File: src/rtl/fluid_pkg.sv
// Shared fixed-point constants and the arbiter state encoding.
//   FX_WIDTH    : Q16.16 word width
//   FX_FRAC     : number of fractional bits
//   arb_state_t : IDLE -> ISSUE -> WAIT -> RESPOND -> IDLE
package fluid_pkg;
    localparam int FX_WIDTH = 32;
    localparam int FX_FRAC  = 16;

    typedef enum logic [1:0] {
        IDLE    = 2'd0,
        ISSUE   = 2'd1,
        WAIT    = 2'd2,
        RESPOND = 2'd3
    } arb_state_t;
endpackage

File: src/rtl/rr_pick.sv
// Combinational round-robin picker.
//   req_i    : request vector
//   ptr_i    : index with highest priority this round
//   winner_o : first set request at or above ptr_i, wrapping
//   valid_o  : any request set
module rr_pick #(
    parameter int N_REQ = 4,
    localparam int IW   = (N_REQ > 1) ? $clog2(N_REQ) : 1
) (
    input  logic [N_REQ-1:0] req_i,
    input  logic [IW-1:0]    ptr_i,
    output logic [IW-1:0]    winner_o,
    output logic             valid_o
);
    logic [2*N_REQ-1:0] dbl;
    logic [N_REQ-1:0]   rot;

    // Rotating a doubled copy puts ptr_i at bit 0, so the lowest set bit of
    // rot is the winner's distance from the pointer.
    assign dbl     = {req_i, req_i};
    assign rot     = N_REQ'(dbl >> ptr_i);
    assign valid_o = |req_i;

    always_comb begin
        winner_o = '0;
        // Descending scan: the last hit is the smallest distance.
        for (int k = N_REQ - 1; k >= 0; k--) begin
            if (rot[k]) begin
                winner_o = IW'((int'(ptr_i) + k) % N_REQ);
            end
        end
    end
endmodule

File: src/rtl/norm_arbiter.sv
// Shares one multi-cycle norm unit between N_REQ requesters.
//   req/req_x/req_y          : requester levels and packed Q16.16 operands
//   resp_done/resp_xn/resp_yn: one-hot done pulse to the owner plus result
//   norm_start/norm_x/norm_y : start pulse and operands to the norm unit
//   norm_done/norm_xn/norm_yn: done pulse and result from the norm unit
//   busy, grant_id           : arbiter status
//   timeout_err, err_clr     : sticky watchdog flag and its clear
//   dbg_state                : current FSM state
// Handshake: a requester raises req[i] with operands valid and holds both
// until resp_done[i] pulses for one cycle; resp_xn/resp_yn are valid only in
// that cycle. Toward the norm unit, norm_start is a one-cycle pulse with
// norm_x/norm_y stable until norm_done pulses for one cycle.
module norm_arbiter
    import fluid_pkg::*;
#(
    parameter int N_REQ          = 4,
    parameter int WIDTH          = FX_WIDTH,
    parameter int TIMEOUT_CYCLES = 1024,
    localparam int IW            = (N_REQ > 1) ? $clog2(N_REQ) : 1
) (
    input  logic                   clk,
    input  logic                   rst_n,
    input  logic [N_REQ-1:0]       req,
    input  logic [N_REQ*WIDTH-1:0] req_x,
    input  logic [N_REQ*WIDTH-1:0] req_y,
    output logic [N_REQ-1:0]       resp_done,
    output logic [WIDTH-1:0]       resp_xn,
    output logic [WIDTH-1:0]       resp_yn,
    output logic                   norm_start,
    output logic [WIDTH-1:0]       norm_x,
    output logic [WIDTH-1:0]       norm_y,
    input  logic [WIDTH-1:0]       norm_xn,
    input  logic [WIDTH-1:0]       norm_yn,
    input  logic                   norm_done,
    output logic                   busy,
    output logic [IW-1:0]          grant_id,
    output logic                   timeout_err,
    input  logic                   err_clr,
    output arb_state_t             dbg_state
);
    localparam int CW = $clog2(TIMEOUT_CYCLES);
    localparam logic [CW-1:0] CNT_LAST = CW'(TIMEOUT_CYCLES - 1);

    arb_state_t     state_q, state_d;
    logic [IW-1:0]  ptr_q, ptr_d;
    logic [IW-1:0]  grant_q, grant_d;
    logic [WIDTH-1:0] op_x_q, op_x_d, op_y_q, op_y_d;
    logic [WIDTH-1:0] res_x_q, res_x_d, res_y_q, res_y_d;
    logic [CW-1:0]  cnt_q, cnt_d;
    logic           err_q, err_d;

    logic [IW-1:0]    pick_idx;
    logic             pick_valid;
    logic [WIDTH-1:0] slot_x [N_REQ];
    logic [WIDTH-1:0] slot_y [N_REQ];
    logic             timeout_hit;

    for (genvar g = 0; g < N_REQ; g++) begin : g_slot
        assign slot_x[g] = req_x[g*WIDTH +: WIDTH];
        assign slot_y[g] = req_y[g*WIDTH +: WIDTH];
    end

    rr_pick #(.N_REQ(N_REQ)) u_pick (
        .req_i    (req),
        .ptr_i    (ptr_q),
        .winner_o (pick_idx),
        .valid_o  (pick_valid)
    );

    // A done arriving on the last counted cycle beats the timeout.
    assign timeout_hit = (state_q == WAIT) && !norm_done && (cnt_q == CNT_LAST);

    // State register
    always_ff @(posedge clk or negedge rst_n) begin
        if (!rst_n) state_q <= IDLE;
        else        state_q <= state_d;
    end

    // Next-state logic
    always_comb begin
        state_d = state_q;
        case (state_q)
            IDLE:    if (pick_valid) state_d = ISSUE;
            ISSUE:   state_d = WAIT;
            WAIT:    if (norm_done || (cnt_q == CNT_LAST)) state_d = RESPOND;
            RESPOND: state_d = IDLE;
            default: state_d = IDLE;
        endcase
    end

    // Output logic: decoded from state so reset drops them asynchronously.
    always_comb begin
        norm_start = (state_q == ISSUE);
        busy       = (state_q != IDLE);
        resp_done  = '0;
        if (state_q == RESPOND) resp_done[grant_q] = 1'b1;
    end

    // Datapath next-state
    always_comb begin
        ptr_d   = ptr_q;
        grant_d = grant_q;
        op_x_d  = op_x_q;
        op_y_d  = op_y_q;
        res_x_d = res_x_q;
        res_y_d = res_y_q;
        cnt_d   = cnt_q;
        case (state_q)
            IDLE: begin
                if (pick_valid) begin
                    grant_d = pick_idx;
                    op_x_d  = slot_x[pick_idx];
                    op_y_d  = slot_y[pick_idx];
                    ptr_d   = (pick_idx == IW'(N_REQ - 1)) ? '0 : pick_idx + IW'(1);
                end
            end
            ISSUE: cnt_d = '0;
            WAIT: begin
                cnt_d = cnt_q + CW'(1);
                if (norm_done) begin
                    res_x_d = norm_xn;
                    res_y_d = norm_yn;
                end else if (cnt_q == CNT_LAST) begin
                    res_x_d = '0;
                    res_y_d = '0;
                end
            end
            default: ;
        endcase
        // Set has priority over clear.
        err_d = err_q;
        if (timeout_hit)  err_d = 1'b1;
        else if (err_clr) err_d = 1'b0;
    end

    always_ff @(posedge clk or negedge rst_n) begin
        if (!rst_n) begin
            ptr_q   <= '0;
            grant_q <= '0;
            op_x_q  <= '0;
            op_y_q  <= '0;
            res_x_q <= '0;
            res_y_q <= '0;
            cnt_q   <= '0;
            err_q   <= 1'b0;
        end else begin
            ptr_q   <= ptr_d;
            grant_q <= grant_d;
            op_x_q  <= op_x_d;
            op_y_q  <= op_y_d;
            res_x_q <= res_x_d;
            res_y_q <= res_y_d;
            cnt_q   <= cnt_d;
            err_q   <= err_d;
        end
    end

    assign norm_x      = op_x_q;
    assign norm_y      = op_y_q;
    assign resp_xn     = res_x_q;
    assign resp_yn     = res_y_q;
    assign grant_id    = grant_q;
    assign timeout_err = err_q;
    assign dbg_state   = state_q;
endmodule

File: config.mk
export PLATFORM = sky130hd
export DESIGN_NAME = norm_arbiter
export DESIGN_NICKNAME = d
export VERILOG_FILES = /design/src/rtl/fluid_pkg.sv /design/src/rtl/rr_pick.sv /design/src/rtl/norm_arbiter.sv
export SDC_FILE = /design/constraint.sdc
export NUM_CORES = 1
export LEC_CHECK = 0
export ABC_AREA = 1
export BUFFER_PORTS_ARGS = -buffer_cell sky130_fd_sc_hd__buf_2
export CORE_AREA = 2 2 179 181
export CTS_CLUSTER_DIAMETER = 60
export DETAILED_ROUTE_END_ITERATION = 8
export DIE_AREA = 0 0 181 183
export MAX_ROUTING_LAYER = met4
export PLACE_DENSITY_LB_ADDON = 0.2
export SYNTH_ARGS = -nofsm -noshare
export SYNTH_HDL_FRONTEND = slang
export SYNTH_SLANG_ARGS = --single-unit
export TNS_END_PERCENT = 10
File: constraint.sdc
create_clock -name clk -period 2 [get_ports clk]
set_input_delay 0 -clock clk [delete_from_list [all_inputs] [get_ports clk]]
set_output_delay 0 -clock clk [all_outputs]
set_load 0.01 [all_outputs]
==> flow_summary.toml <==
[yosys]
synthMuxAreaShare = 0
synth_area_um2 = 8190
syn_inst = 1142
synth_compound_area_frac = 0.0559
syn_nets = 1476
synthAdderAreaFrac = 0.00917
syn_area_per_cell_um2 = 7.17
synth_edf_count = 0
synth_common_cells = "nand3_1, nand2_1, dfrtp_1, o21ai_0, buf_2"
synth_top_area_share = 0.443
synth_simple_gate_area_frac = 0.420
ys_seq_elements = 145
yosysSeqAreaShare = 0.443
synth_top_family_by_area = "simple AND/OR/NAND/NOR gates"
ys_warn_count = 0
synth_area_leader_cell = "dfrtp_1"
synthFlopType = "dfrtp_1"
yosys.cell_count.top_type = "nand3_1"
synth-xor-area-share = 0.00107
synthArstFlopShare = 1.00
synth_area_leaders = "dfrtp_1, nand3_1, nand2_1"
synth_cell_types = 29

[grt]
antenna_found_initial = 3
grt_max_degree = 71
grt_pass1_wl_um = 59600
track_usage = 0.231
first_global_vias = 11400
overflow = 0

[final_layout]
instances_no_fill = 2335
layout-drive-gt1-share = 0.297
fin_nets = 2249
fin_area_um2 = 15500
areaGrowthSynthToFinish_pct = 89.2

[timing]
fin_crit_ns = 1.90
fmax_mhz = 527
worst_slew_pin_slew_ns = 0.435
setup_viol = 0
slew_headroom = 0.710
final-hold-violation-count = 0
min_period_over_period = 0.950
skew_ns = 0.0131
slew_violations = 0

[floorplan]
die_y_um = 183
fp.dieW_um = 181
die-area_um2 = 33100
coreArea_um2 = 31200
initial_utilization = 0.262
boundaryPins = 467
core.rowCount = 65

[critical_path]
crit_arrival_ns = 2.22
critPathRequiredTime_ns = 2.32
critical_path_class = "flop to flop"
path_max_fanout = 18
end_kind = "flop"
cp-start-kind = "flop"

[routing]
vias_per_cell = 5.00
first_pass_iters = 5
vias = 11700
postRouteAntennaNets = 0
wl_um = 41400
drc = 0
wl_per_cell_um = 17.7
drt_iter0_drc = 874

[pwr]
p_leak_nw = 7.94
cellPowerDensity_nw_per_um2 = 1620
ir_worst_vdd_mv = 0.909

[cts]
cts_made_buffers = 17
clk_pin_slew_ns = 0.07
cts-root-buf = "clkbuf_16"
htree_levels = 4
worstSkewPairLatency_ns = 0.43
cts_tree = "built"
cts.path.max_buffers = 2
cts_sinks = 145

[flow_run]
drv_cap = 0

[status]
status = "complete, no violations"

[placement]
dpl-instance-area_um2 = 11000
hpwlAfterDp_um = 23900
dp.cells = 1940
io_buffer_count = 466
gp_congestion = 0.882

[hold_path]
hp-class = "input port to flop"
==> where the power goes <==
part | internal [mW] | total (mW) | leakage, nW | switching [mW]
logic | 6.73 | 16.8 | 5.83 | 10.0
registers | 4.31 | 5.03 | 1.81 | 0.724
clock network | 1.82 | 3.35 | 0.298 | 1.53
==> cell type report <==
| class | instances | area (um^2) |
|---|---|---|
| multi-input cells | 871 | 4080 |
| diodes | 5 | 12.5 |
| clock inverters | 14 | 159 |
| flip-flops and latches | 145 | 3630 |
| inverters | 27 | 109 |
| fillers | 2952 | 15700 |
| repair buffers | 853 | 6560 |
| clock buffers | 18 | 439 |
| well taps | 402 | 503 |
==> through the flow <==
stage	hold slack (ns)	setup WS, ns	setup TNS, ns	power, mW	util
floorplan	-0.296	0.0672	0	13.9	-
global placement	-0.0436	0.0129	0	18.7	0.353
detailed placement	-0.0434	0.00750	0	18.8	0.353
CTS	0.0242	0.0252	0	23.0	0.481
global route	0.0564	-0.0201	-0.0736	27.0	0.496
finish	0.00494	0.101	0	25.2	0.496
==> layer usage <==
layer / GRT usage / share of wire / up-vias
met4: 0.111 / 0.045 / 0
met5: - / 0 / -
li1: - / - / 5402
met1: 0.268 / 0.39 / 5390
met3: 0.0528 / 0.083 / 148
met2: 0.381 / 0.48 / 735
==> worst paths after layout <==
| kind | start | endpoint | slack [ns] | cells past startpoint |
|---|---|---|---|---|
| setup / recovery | ptr_q[0]$_DFFE_PN0P_ | norm_y[30]$_DFFE_PN0P_ | 0.10 | 13 |
| hold / removal | req_y[40] | norm_y[8]$_DFFE_PN0P_ | 0.005 | 5 |
| setup reg to reg | ptr_q[0]$_DFFE_PN0P_ | norm_y[30]$_DFFE_PN0P_ | 0.10 | 13 |
| hold reg to reg | norm_x[29]$_DFFE_PN0P_ | norm_x[29]$_DFFE_PN0P_ | 0.48 | 2 |
| max in group asynchronous | rst_n | norm_x[3]$_DFFE_PN0P_ | 1.21 | 3 |
| min in group asynchronous | rst_n | resp_xn[25]$_DFFE_PN0P_ | 0.09 | 2 |
==> logic make-up (layout without fill, tap and decap cells) <==
group,after synthesis,after routing
AO/OA/AOI/OAI,88,88
XOR/XNOR,1,1
adder cells (fa/ha/maj),6,6
buffers and inverters,127,912
flip-flops,145,145
other,0,5
AND/OR/NAND/NOR,775,776
==> worst max-delay path, stage by stage (launching register included) <==
cell,delay (ns)
dfrtp_2,0.44
clkinv_4,0.10
nand2_1,0.09
nand3_1,0.09
nand2_2,0.09
nand2_2,0.09
nand2_4,0.10
nand2_8,0.12
buf_12,0.16
clkbuf_16,0.18
nand3_1,0.08
nand3_1,0.07
nand3_1,0.11
nand2_1,0.06
==> state kept, by name, summed over array words and instances, names as in the netlist <==
name         count
norm_y          32
grant_id         2
dbg_state        2
cnt_q           10
ptr_q            2
norm_x          32
resp_xn         32
resp_yn         32
timeout_err      1
==> timing repair <==
| action | CTS | global route |
|---|---|---|
| buffers inserted | 0 | 9 |
| endpoints found under the hold margin | 274 | 0 |
| endpoints found under the setup margin | 1 | 126 |
| pin swaps | 0 | 5 |
| gates cloned | 1 | 12 |
| gates resized for setup | 2 | 39 |
| hold buffers | 336 | 0 |
==> layout by cell type (no fill, tap or decap), types with 6 or more instances in the layout <==
master	instances
a21oi_1	10
buf_12	15
buf_2	465
buf_4	15
buf_6	7
clkbuf_16	26
dfrtp_1	144
dlygate4sd3_1	336
inv_1	21
inv_8	6
nand2_1	348
nand3_1	393
nor2_1	9
nor3_1	6
o21ai_0	56
o21ai_1	14
(Power assumes the default switching activity.)
